`config.mk`:
```
export PLATFORM = sky130hd
export DESIGN_NAME = pwm_output_stage_flat
export DESIGN_NICKNAME = d
export VERILOG_FILES = /design/src/rtl/pwm_output_stage_if.sv /design/src/rtl/pwm_output_stage.sv /design/src/flat_wrapper.sv
export SDC_FILE = /design/constraint.sdc
export NUM_CORES = 1
export LEC_CHECK = 0
export CAP_MARGIN = 20
export CORE_MARGIN = 5
export CORE_UTILIZATION = 50
export DETAILED_ROUTE_END_ITERATION = 6
export PLACE_DENSITY_LB_ADDON = 0.25
export SETUP_SLACK_MARGIN = 0.5
export SYNTH_ARGS = -nofsm -noshare
export SYNTH_HDL_FRONTEND = slang
export SYNTH_SLANG_ARGS = --single-unit
```
`constraint.sdc`:
```
create_clock -name clk -period 6.3 [get_ports clk]
set_input_delay 1.26 -clock clk [delete_from_list [all_inputs] [get_ports clk]]
set_output_delay 1.26 -clock clk [all_outputs]
set_load 0.005 [all_outputs]
```
`src/rtl/pwm_output_stage_if.sv`:
```
// Control/status bundle between a duty-word producer and the PWM output stage.
interface pwm_output_stage_if #(
  parameter int CNT_W = 16
);
  logic             enable;
  logic [CNT_W-1:0] duty_in;
  logic             duty_valid;
  logic             fault;
  logic             fault_clr;
  logic             pwm_out;
  logic             period_start;
  logic [CNT_W-1:0] duty_active;
  logic             faulted;

  modport master (
    output enable, duty_in, duty_valid, fault, fault_clr,
    input  pwm_out, period_start, duty_active, faulted
  );

  modport slave (
    input  enable, duty_in, duty_valid, fault, fault_clr,
    output pwm_out, period_start, duty_active, faulted
  );
endinterface

```
`src/rtl/pwm_output_stage.sv`:
```
// Fixed-frequency PWM driver with period-boundary duty update, slew limit and fault kill.
// pwm_out is registered one cycle after the counter; duty strobes are always accepted (no backpressure).
module pwm_output_stage #(
  parameter int CNT_W    = 16,
  parameter int PRESCALE = 1,
  parameter int SLEW     = 0
) (
  input logic               clk,
  input logic               rst,
  pwm_output_stage_if.slave bus
);
  localparam int              PW       = (PRESCALE > 1) ? $clog2(PRESCALE) : 1;
  localparam logic [PW-1:0]   PRE_LAST = PW'(PRESCALE - 1);
  localparam logic [CNT_W-1:0] CNT_LAST = '1;

  typedef enum logic [1:0] {
    DISABLED = 2'd0,
    RUN      = 2'd1,
    FAULT    = 2'd2
  } state_t;

  state_t           state;
  state_t           next_state;
  logic [CNT_W-1:0] cnt;
  logic [CNT_W-1:0] target;
  logic [CNT_W-1:0] duty_active;
  logic [PW-1:0]    prescaler;
  logic             pwm_q;
  logic             period_start_q;
  logic             tick;
  logic             boundary;
  logic             going_up;
  logic [CNT_W-1:0] diff;
  logic [CNT_W-1:0] step;
  logic [CNT_W-1:0] duty_next;

  always_comb begin
    next_state = state;
    unique case (state)
      DISABLED: begin
        if (bus.fault)       next_state = FAULT;
        else if (bus.enable) next_state = RUN;
      end
      RUN: begin
        if (bus.fault)        next_state = FAULT;
        else if (!bus.enable) next_state = DISABLED;
      end
      FAULT: begin
        if (bus.fault_clr && !bus.fault) next_state = DISABLED;
      end
      default: next_state = DISABLED;
    endcase
  end

  assign tick     = (prescaler == PRE_LAST);
  assign boundary = tick && (cnt == CNT_LAST);

  // Step toward target, clamped to SLEW, so it can neither overshoot nor wrap.
  always_comb begin
    going_up  = (target > duty_active);
    diff      = going_up ? (target - duty_active) : (duty_active - target);
    step      = diff;
    if ((SLEW != 0) && (32'(diff) > 32'(SLEW))) step = CNT_W'(SLEW);
    duty_next = going_up ? (duty_active + step) : (duty_active - step);
  end

  always_ff @(posedge clk) begin
    if (rst) begin
      state          <= DISABLED;
      cnt            <= '0;
      prescaler      <= '0;
      target         <= '0;
      duty_active    <= '0;
      pwm_q          <= 1'b0;
      period_start_q <= 1'b0;
    end else begin
      state          <= next_state;
      period_start_q <= 1'b0;
      // Leaving RUN forces the output low on the very next cycle.
      pwm_q          <= (state == RUN) && (next_state == RUN) && (cnt < duty_active);
      if (bus.duty_valid) target <= bus.duty_in;

      if (next_state != RUN) begin
        cnt         <= '0;
        prescaler   <= '0;
        duty_active <= '0;
      end else if (state != RUN) begin
        cnt            <= '0;
        prescaler      <= '0;
        period_start_q <= 1'b1;
        duty_active    <= duty_next;
      end else begin
        prescaler <= tick ? '0 : (prescaler + 1'b1);
        if (tick) cnt <= cnt + 1'b1;
        if (boundary) begin
          period_start_q <= 1'b1;
          duty_active    <= duty_next;
        end
      end
    end
  end

  assign bus.pwm_out      = pwm_q;
  assign bus.period_start = period_start_q;
  assign bus.duty_active  = duty_active;
  assign bus.faulted      = (state == FAULT);
endmodule

```
`src/flat_wrapper.sv`:
```
// flat-port wrapper written by rule: the top's interface ports become plain ports
module pwm_output_stage_flat 
#(
  parameter int CNT_W    = 16,
  parameter int PRESCALE = 1,
  parameter int SLEW     = 0
)
  (clk, rst, bus_enable, bus_duty_in, bus_duty_valid, bus_fault, bus_fault_clr, bus_pwm_out, bus_period_start, bus_duty_active, bus_faulted);
  pwm_output_stage_if #(.CNT_W(CNT_W)) bus_i ();
  input logic clk;
  input logic rst;
  input wire logic [$bits(bus_i.enable)-1:0] bus_enable;
  input wire logic [$bits(bus_i.duty_in)-1:0] bus_duty_in;
  input wire logic [$bits(bus_i.duty_valid)-1:0] bus_duty_valid;
  input wire logic [$bits(bus_i.fault)-1:0] bus_fault;
  input wire logic [$bits(bus_i.fault_clr)-1:0] bus_fault_clr;
  output wire logic [$bits(bus_i.pwm_out)-1:0] bus_pwm_out;
  output wire logic [$bits(bus_i.period_start)-1:0] bus_period_start;
  output wire logic [$bits(bus_i.duty_active)-1:0] bus_duty_active;
  output wire logic [$bits(bus_i.faulted)-1:0] bus_faulted;
  assign bus_i.enable = bus_enable;
  assign bus_i.duty_in = bus_duty_in;
  assign bus_i.duty_valid = bus_duty_valid;
  assign bus_i.fault = bus_fault;
  assign bus_i.fault_clr = bus_fault_clr;
  assign bus_pwm_out = bus_i.pwm_out;
  assign bus_period_start = bus_i.period_start;
  assign bus_duty_active = bus_i.duty_active;
  assign bus_faulted = bus_i.faulted;
  pwm_output_stage #(.CNT_W(CNT_W), .PRESCALE(PRESCALE), .SLEW(SLEW)) u_core (.clk(clk), .rst(rst), .bus(bus_i));
endmodule
```
==> flow_metrics.py, run 1 <==
metrics = {
    "status": {
        "status": "completed",
    },
    "placed_design": {
        "preCtsSetupSlack_ns": 0.342,
        "gp_congestion": 0.954,
        "place_inst": 779,
        "place_hpwl_mm": 10.4,
        "io_buffers": 40,
    },
    "clock_network": {
        "cts_buffers": 5,
        "clockRootBuffer": "clkbuf_8",
        "clock_latency_ns": 0.31,
        "cts_tree": "yes",
        "cts.path.max_buffers": 2,
        "cts_sinks": 53,
        "clkSlewWorstSetupHoldPaths_ns": 0.10,
        "htree_levels": 2,
    },
    "power": {
        "p_comb_share_pct": 81.9,
        "power.density_nw_per_um2": 630,
        "power_switching_mw": 1.87,
        "p_clk_share_pct": 6.5,
        "power_mw": 3.68,
        "power.internal_mw": 1.82,
        "vdd_drop_max_mv": 0.305,
        "switching_share_pct": 50.7,
        "p_leak_nw": 2.46,
        "seqPwrFrac_pct": 11.6,
    },
    "critical_path": {
        "crit_start": "u_core.bus.duty_active[12]",
        "path_max_fanout": 7,
        "crit_end": "u_core.bus.duty_active[15]",
        "reg2reg_from": "u_core.bus.duty_active[12]",
        "start_kind": "register",
        "cp.required_ns": 6.50,
        "crit_path_end_kind": "register",
        "reg2reg_slack_ns": 0.71,
        "critical_path_arrival_ns": 5.79,
        "r2r-end": "u_core.bus.duty_active[15]",
        "r2r_cells": 24,
        "path_class": "register to register",
    },
    "run": {
        "maxCapViolCount": 0,
    },
    "timing": {
        "hold_viol": 0,
        "setup_violations": 0,
        "rsz0062_at_grt": "false",
        "tightest_slew_ns": 1.03,
        "clock.fmax_ghz": 0.179,
        "slew_viol_final": 0,
        "setup_tns_ns": 0,
        "finalWorstSetupSlack_ns": 0.709,
        "fin_crit_ns": 5.59,
        "relSlewSlack_pct": 30.2,
        "clock_skew_ns": 0.00554,
        "finalCritPeriodShare_pct": 88.7,
    },
    "floorplanning": {
        "die_w_um": 110,
        "placementRows": 36,
        "ios": 41,
        "die_area_um2": 12000,
        "core_um2": 9730,
        "initial_utilization_pct": 51.1,
        "die_height_um": 110,
    },
    "routing": {
        "drtIter0Drc": 267,
        "vias": 4574,
        "route.detailed.drc": 0,
        "post_drt_via_cell_ratio": 5.73,
        "drt_first_pass_iters": 4,
        "wl_per_cell_um": 17.2,
        "wl_mm": 13.7,
        "drtAntennaViolNets": 0,
    },
    "global_routing": {
        "grt_pass1_vias": 4552,
        "grt_pass1_wl_mm": 22.0,
        "grt_max_degree": 36,
        "antenna_found_initial": 0,
        "track_usage_pct": 23.1,
        "grt_overflow_total": 0,
    },
    "layout": {
        "diodes": 0,
        "drive_gt1_share_pct": 12.3,
        "layout_common_cells": "88 x nor2_1, 49 x ha_1, 45 x inv_1, 44 x a21oi_1, 43 x dfxtp_1",
        "instances_no_fill": 798,
        "final_common_cell": "nor2_1",
        "area_delta_synth_final_pct": 17.6,
        "num-nets-final": 752,
    },
    "worst_hold_path": {
        "hp-class": "register to register",
    },
    "yosys": {
        "synthArstFlopShare_pct": 0,
        "ys_ff_latch": 53,
        "synth_edf_count": 0,
        "synth.distinct_cells": 63,
        "ys_seq_area_share_pct": 21.3,
        "synth.cell_area_um2": 4970,
        "avgSynthCellArea_um2": 7.93,
        "synthCells": 627,
        "synth-main-ff-cell": "dfxtp_1",
        "syn_nets": 714,
        "yosys_warnings": 0,
    },
}
[metrics by stage]
stage	utilization (%)	area (um^2)	hold slack (ns)
floorplan	-	4970	0.441
global placement	55.9	5440	0.459
detailed placement	55.9	5440	0.458
CTS	57.2	5560	0.479
global route	60.1	5850	0.527
finish	60.1	5850	0.476
[metal layers]
layer | track usage (%) | part of all wire (%) | routed length, um | vias up
met5 | 0 | 0 | 0 | -
met4 | 5.79 | 1.5 | 208 | 0
met3 | 3.23 | 5.4 | 743 | 21
met2 | 38.3 | 47 | 6480 | 159
met1 | 31.4 | 46 | 6270 | 2161
li1 | - | - | - | 2233
[final cells by class]
class	instances	area [um^2]
inverter	45	169
tap	133	166
sequential	53	1070
clock buffer	5	68.8
fill	916	3880
timing repair buffer	58	556
clock inverter	2	38.8
multi-input combinational	502	3780
[power by group through the flow]
stage	logic, mW	registers (mW)	clock network [mW]
2_1_floorplan	2.19	0.416	0
3_3_place_gp	2.66	0.428	0
3_5_place_dp	2.72	0.428	0
4_1_cts	2.76	0.420	0.247
5_1_grt	3.31	0.432	0.258
6_report	3.02	0.426	0.240
[worst min path at each step]
stage,slack (ns),endpoint,from,cells after the start
floorplan,0.44,u_core.state[1],u_core.state[0],1
global placement,0.46,u_core.state[1],u_core.state[0],1
detailed placement,0.46,u_core.state[1],u_core.state[0],1
CTS,0.48,u_core.state[1],u_core.state[0],1
global route,0.53,u_core.bus.duty_active[15],u_core.bus.duty_active[15],2
finish,0.48,u_core.state[1],u_core.state[0],1
[logic make-up (layout without fill, tap and decap cells)]
kind of cell	after synthesis	count (layout)	synth area share, %
AND/OR/NAND/NOR	208	208	20.0
AO/OA/AOI/OAI	134	134	17.7
buffers and inverters	72	110	6.47
adder cells (fa/ha/maj)	65	65	16.8
XOR/XNOR	61	61	10.9
flip-flops	53	53	21.3
multiplexers	33	33	6.74
other	1	1	0.0754
[cells in the mapped netlist (3+ instances only)]
library cell  number  area [um^2]
nand2b_1           5         31.3
buf_6              3         33.8
nand4_1            7         43.8
o21a_1             6         45.0
inv_1             45          169
nand2_1           34          128
nor2b_1           13         81.3
mux2i_1           32          320
a21o_1            11         82.6
a21oi_1           47          235
a2111oi_0          4         35.0
or3_1              3         18.8
nor3_1            10         50.1
and2_1             5         31.3
or2_2              4         25.0
nor3b_1            3         22.5
o211a_1            3         30.0
fa_1               3         60.1
nand3_1           15         75.1
clkbuf_1          13         48.8
a211oi_1           5         37.5
xnor2_1           29          254
and3_1            12         75.1
buf_2              8         40.0
o31a_1             4         35.0
nor2_1            88          330
ha_1              62          776
o21ai_0           26          130
dfxtp_1           53         1060
xor2_1            31          272
o31ai_1            3         22.5
o211ai_1           4         30.0
[sequential cells by signal (all words and copies together), names as in the netlist]
register,cells
u_core.cnt,16
u_core.target,16
u_core.bus.period_start,1
u_core.prescaler,1
u_core.bus.pwm_out,1
u_core.state,2
u_core.bus.duty_active,16
[worst max-delay path: stages, from the launching register on]
cell and delay (ns):
dfxtp_2 0.42, inv_1 0.12, ha_2 0.42, nand4_1 0.18, o211a_1 0.19, or2_4 0.27, a21oi_4 0.24, buf_4 0.16
mux2i_1 0.21, xnor2_1 0.20, nand4_1 0.20, or3_4 0.45, xnor2_1 0.14, a21oi_1 0.18, xnor2_1 0.09, ha_1 0.37
nand3_1 0.13, o31ai_2 0.08, o41ai_2 0.44, o21a_1 0.20, o21ai_2 0.09, nor3b_1 0.15, mux2_4 0.29, o211ai_2 0.16
o31ai_2 0.09
[what timing repair did]
| action | in CTS | in global routing |
|---|---|---|
| hold buffers | 0 | 0 |
| setup endpoints to repair | 2 | 4 |
| gates cloned | 0 | 0 |
| setup buffers | 0 | 11 |
| gates resized for setup | 2 | 48 |
| pin swaps | 0 | 12 |
No activity file was read; power rests on OpenSTA's default activity.
==> inputs of run 2 (changes only) <==
- ABC_AREA: unset -> 1
- GPL_TIMING_DRIVEN: unset -> 0
==> run 2 against run 1 <==
Against the previous run:
- area after synthesis grew 9.3%
- routed wire length is 7.8% higher
- global-route usage is 0.20 points higher
- total power down 25%
- sequential share of layout area down 1.0 points
- clock-buffer cell count stayed put
- die area grew 8.4%
- critical endpoint is now u_core.bus.duty_active[12]
- highest routed layer unchanged
==> flow_metrics.py, run 2 <==
metrics = {
    "clock_network": {
        "htree_levels": 2,
        "clkSlewWorstSetupHoldPaths_ns": 0.10,
        "clock_latency_ns": 0.33,
        "post_cts_buffers": 0,
        "cts_resized": 0,
        "cts.path.max_buffers": 2,
        "cts_buffers": 5,
        "clockRootBuffer": "clkbuf_8",
        "cts_sinks": 53,
        "hold_buffers": 0,
        "cts_tree": "yes",
    },
    "power": {
        "power.density_nw_per_um2": 451,
        "vdd_drop_max_mv": 0.188,
        "p_leak_nw": 3.01,
    },
    "global_routing": {
        "grt_max_degree": 17,
        "grt_overflow_total": 0,
        "grt_pass1_wl_mm": 24.3,
        "grt_pass1_vias": 5094,
        "track_usage_pct": 23.3,
        "antenna_found_initial": 0,
    },
    "layout": {
        "final_util_pct": 57.1,
        "fill_cells": 1089,
        "drive_gt1_share_pct": 6.31,
        "num-nets-final": 990,
        "layout_common_cells": "232 x nand2_1, 141 x inv_1, 71 x nor2_1, 62 x ha_1, 58 x a21oi_1",
        "multiInputGateArea_um2": 3730,
        "diodes": 0,
        "final_common_cell": "nand2_1",
        "ff_latch_area_um2": 1060,
        "area_delta_synth_final_pct": 12.9,
        "largestRegisters": "u_core.bus.duty_active x16, u_core.cnt x16, u_core.target x16",
    },
    "timing": {
        "relSlewSlack_pct": 40.9,
        "hold_viol": 0,
        "finalWorstSetupSlack_ns": 1.17,
        "setup_tns_ns": 0,
        "clock.fmax_ghz": 0.195,
        "finalCritPeriodShare_pct": 81.5,
        "whs_ns": 0.483,
        "rsz0062_at_grt": "false",
        "clock_skew_ns": 0.0126,
        "tightest_slew_ns": 0.878,
        "setup_violations": 0,
        "slew_viol_final": 0,
        "fin_crit_ns": 5.13,
    },
    "run": {
        "maxCapViolCount": 0,
    },
    "yosys": {
        "synth.cell_area_um2": 5430,
        "ys_ff_latch": 53,
        "synthCells": 857,
        "synth_edf_count": 0,
        "synth-main-ff-cell": "dfxtp_1",
        "yosys_warnings": 0,
        "ys_seq_area_share_pct": 19.5,
        "yosysTopAreaCell": "dfxtp_1",
        "synth_top_area_share_pct": 19.5,
        "synth_most_common_cell": "nand2_1",
        "ys_top_cells_by_count": "232 x nand2_1, 141 x inv_1, 71 x nor2_1",
        "synth.distinct_cells": 49,
        "avgSynthCellArea_um2": 6.34,
        "syn_nets": 944,
        "yosys-top-cells-area": "dfxtp_1 20%, nand2_1 16%, ha_1 14%",
        "synthArstFlopShare_pct": 0,
    },
    "routing": {
        "drt_first_pass_iters": 5,
        "route.detailed.drc": 0,
        "vias": 5358,
        "drtIter0Drc": 301,
        "wl_per_cell_um": 14.1,
        "post_drt_via_cell_ratio": 5.13,
        "wl_mm": 14.8,
        "drtAntennaViolNets": 0,
    },
    "floorplanning": {
        "ios": 41,
        "die_w_um": 114,
        "core_um2": 10700,
        "initial_utilization_pct": 50.6,
        "die_area_um2": 13100,
        "placementRows": 38,
        "die_height_um": 114,
    },
    "critical_path": {
        "path_class": "register to register",
        "path_delay_family": "compound AO/OA/AOI/OAI gates",
        "cpPeakStageDelay_ns": 0.45,
        "crit_path_end_kind": "register",
        "crit_top_cell": "nand2_1",
        "critical_path_arrival_ns": 5.36,
        "path_max_fanout": 10,
        "path_buf_inv": 5,
        "slowest_stage": "dfxtp_1",
        "start_kind": "register",
        "cp.required_ns": 6.53,
    },
    "status": {
        "status": "completed",
    },
    "worst_hold_path": {
        "hp-class": "register to register",
    },
    "placed_design": {
        "preCtsSetupSlack_ns": 1.33,
        "io_buffers": 39,
        "gp_congestion": 0.985,
        "place_hpwl_mm": 12.2,
    },
}
run 2: changes by cell type in the layout (fill, tap and decap cells not counted), moves of 13 or more:
cell	delta
ha_1	+13
xnor2_1	-18
nand2_2	+15
buf_4	-16
mux2i_1	-31
nor2_1	-17
nand2_1	+199
inv_1	+96
a21oi_1	+14
nand3_1	+26
run 2: final timing paths:
path                             startpoint                         end  slack, ns  cells after the start
setup / recovery  u_core.bus.duty_active[9]  u_core.bus.duty_active[12]       1.17                     30
hold / removal            u_core.target[15]           u_core.target[15]       0.48                      2
setup reg to reg  u_core.bus.duty_active[9]  u_core.bus.duty_active[12]       1.17                     30
hold reg to reg           u_core.target[15]           u_core.target[15]       0.48                      2
run 2: cell families after synthesis:
logic type / count (synthesis) / synth area share (%)
buffers and inverters: 163 / 11.8
DFF: 53 / 19.5
other: 1 / 0.0690
adders and majority gates: 65 / 15.4
xor gates and xnor gates: 39 / 6.29
AOI/OAI and AO/OA: 128 / 14.1
and+or+nand+nor: 408 / 32.8
run 2: worst min-delay path: cells and delay by family (launching register included):
kind	cells	cell delay (ns)
flip-flops	1	0.33
AND/OR/NAND/NOR	1	0.06
AO/OA/AOI/OAI	1	0.05
run 2: routing by layer:
| metal | routed length (um) | GRT usage (%) | vias up | part of all wire [%] |
|---|---|---|---|---|
| met3 | 672 | 2.33 | 29 | 4.6 |
| met5 | 0 | 0 | - | 0 |
| met4 | 394 | 7.28 | 0 | 2.7 |
| met2 | 6840 | 39.7 | 131 | 46 |
| li1 | - | - | 2825 | - |
| met1 | 6860 | 30.9 | 2373 | 46 |
run 2: metrics by stage:
step / instances / instance area, um^2 / power (mW)
final: 1044 / 6130 / 2.76
after global routing: 1044 / 6130 / 3.03
after CTS: 1044 / 6130 / 2.73
after detailed placement: 1036 / 6000 / 2.44
after global placement: 1036 / 6000 / 2.43
after floorplan: 857 / 5430 / 1.99
run 2: layout make-up:
type | instances | area share, %
clock inverter | 3 | 1.06
timing repair buffer | 39 | 6.36
buffer | 17 | 1.51
clock buffer | 5 | 1.12
tap | 140 | 2.86
multi-input combinational | 641 | 60.8
sequential | 53 | 17.3
inverter | 146 | 8.96
run 2: where the power goes:
| part | switching (mW) | leakage, nW | internal [mW] |
|---|---|---|---|
| Combinational | 1.31 | 2.51 | 0.770 |
| Clock | 0.126 | 0.0681 | 0.158 |
| Sequential | 0.0384 | 0.433 | 0.365 |
==> inputs of run 3 (changes only) <==
- clock period: 6.3 -> 5.19 ns (I/O delays scaled with it)
==> run 3 against run 2 <==
Against the previous run:
- first-iteration DRC count up 16%
- clock skew decreased by 0.0013 ns
- via count increased by 2.0%
- global-route usage grew 0.077 points
- worst setup slack worse by 0.40 ns
- sequential power increased by 24%
- hold slack gained 0.0013 ns
- cell count is 1.4% higher
- critical endpoint is now u_core.bus.duty_active[15]
- highest routed layer unchanged
==> flow_metrics.py, run 3 (same netlist as run 2, synthesis figures left out) <==
metrics = {
    "status": {
        "status": "completed",
    },
    "critical_path": {
        "critical_path_arrival_ns": 4.64,
        "cp.required_ns": 5.41,
        "cpPeakStageDelay_ns": 0.38,
        "crit_path_end_kind": "register",
        "path_class": "register to register",
        "crit_top_cell": "nand2_2",
        "path_max_fanout": 10,
        "slowest_stage": "fa_2",
        "start_kind": "register",
    },
    "timing": {
        "clock.fmax_ghz": 0.226,
        "finalCritPeriodShare_pct": 85.2,
        "tightest_slew_ns": 0.863,
        "relSlewSlack_pct": 41.9,
        "hold_viol": 0,
        "clock_skew_ns": 0.0113,
        "slew_viol_final": 0,
        "whs_ns": 0.484,
        "setup_violations": 0,
        "fin_crit_ns": 4.42,
        "rsz0062_at_grt": "true",
        "setup_tns_ns": 0,
    },
    "power": {
        "p_comb_share_pct": 77.0,
        "p_leak_nw": 3.10,
        "vdd_drop_max_mv": 0.247,
        "seqPwrFrac_pct": 13.6,
        "switching_share_pct": 52.7,
        "power.density_nw_per_um2": 567,
        "p_clk_share_pct": 9.4,
        "power_switching_mw": 1.93,
        "power.internal_mw": 1.74,
    },
    "layout": {
        "diodes": 0,
        "layout_common_cells": "227 x nand2_1, 139 x inv_1, 71 x nor2_1, 56 x a21oi_1, 50 x ha_1",
        "area_delta_synth_final_pct": 19.0,
        "multiInputGateArea_um2": 3920,
        "fill_cells": 1041,
        "num-nets-final": 1005,
        "ff_latch_area_um2": 1090,
        "instances_no_fill": 1059,
        "final_util_pct": 60.2,
        "final_common_cell": "nand2_1",
        "drive_gt1_share_pct": 12.9,
        "postLayoutCellArea_um2": 6460,
        "largestRegisters": "u_core.bus.duty_active x16, u_core.cnt x16, u_core.target x16",
    },
    "floorplanning": {
        "core_um2": 10700,
        "placementRows": 38,
        "initial_utilization_pct": 50.6,
        "die_height_um": 114,
        "die_area_um2": 13100,
        "ios": 41,
        "die_w_um": 114,
    },
    "clock_network": {
        "clkSlewWorstSetupHoldPaths_ns": 0.10,
        "clockRootBuffer": "clkbuf_8",
        "cts.path.max_buffers": 2,
        "cts_buffers": 5,
        "clock_latency_ns": 0.32,
        "cts_tree": "yes",
        "cts_sinks": 53,
        "htree_levels": 2,
        "hold_buffers": 0,
    },
    "run": {
        "maxCapViolCount": 0,
    },
    "routing": {
        "post_drt_via_cell_ratio": 5.16,
        "drtIter0Drc": 350,
        "drt_first_pass_iters": 5,
        "wl_per_cell_um": 14.4,
        "wl_mm": 15.3,
        "drtAntennaViolNets": 0,
        "vias": 5467,
        "route.detailed.drc": 0,
    },
    "placed_design": {
        "gp_congestion": 0.985,
        "place_inst": 1036,
        "place_hpwl_mm": 12.2,
        "io_buffers": 39,
        "place_area_um2": 6000,
    },
    "global_routing": {
        "grt_overflow_total": 0,
        "antenna_found_initial": 0,
        "grt_max_degree": 17,
        "track_usage_pct": 23.3,
        "grt_pass1_vias": 5091,
        "grt_pass1_wl_mm": 24.4,
    },
    "worst_hold_path": {
        "hp-class": "register to register",
    },
}
-- run 3: power by group through the flow --
stage	Combinational [mW]	Sequential, mW	Clock (mW)
after global placement	2.45	0.499	0
after floorplan	1.93	0.487	0
after global routing	3.12	0.506	0.364
final	2.83	0.499	0.343
after CTS	2.50	0.493	0.346
after detailed placement	2.46	0.499	0
-- run 3: path summary, 6_finish.rpt --
kind	startpoint	to	slack, ns	cells past startpoint
setup / recovery	u_core.target[0]	u_core.bus.duty_active[15]	0.77	32
hold / removal	u_core.cnt[13]	u_core.cnt[13]	0.48	1
setup reg to reg	u_core.target[0]	u_core.bus.duty_active[15]	0.77	32
hold reg to reg	u_core.cnt[13]	u_core.cnt[13]	0.48	1
-- run 3: metal layers --
layer / up-vias / track usage, % / part of all wire [%]
li1: 2857 / - / -
met1: 2464 / 31.1 / 46
met2: 122 / 39.8 / 47
met3: 24 / 2.33 / 4.1
met5: - / 0 / 0
met4: 0 / 7.28 / 2.4
-- run 3: cell type report --
type | instances | share of cell area [%]
multi-input cells | 641 | 60.6
flip-flops and latches | 53 | 16.8
inverters | 146 | 8.50
repair buffers | 54 | 7.78
well taps | 140 | 2.71
plain buffers | 17 | 1.47
clock buffers | 5 | 1.06
clock inverters | 3 | 1.01
-- run 3: metrics by stage --
step                setup slack [ns]  total power, mW
detailed placement             0.219             2.96
floorplan                       1.03             2.42
finish                         0.767             3.67
global route                   0.453             3.99
global placement               0.255             2.95
CTS                            0.446             3.34
-- run 3: timing repair --
item,in CTS,in global routing
endpoints found under the setup margin,5,7
pin swaps,1,16
gates resized for setup,18,55
buffers inserted,1,14
hold endpoints to repair,0,0
-- run 3: worst max-delay path: cells and delay by family (launching register included) --
family	cells	cell delay [ns]
fa+ha+maj	4	1.12
buf+inv	7	0.69
flops	1	0.34
compound gates	2	0.19
simple gates	19	1.98
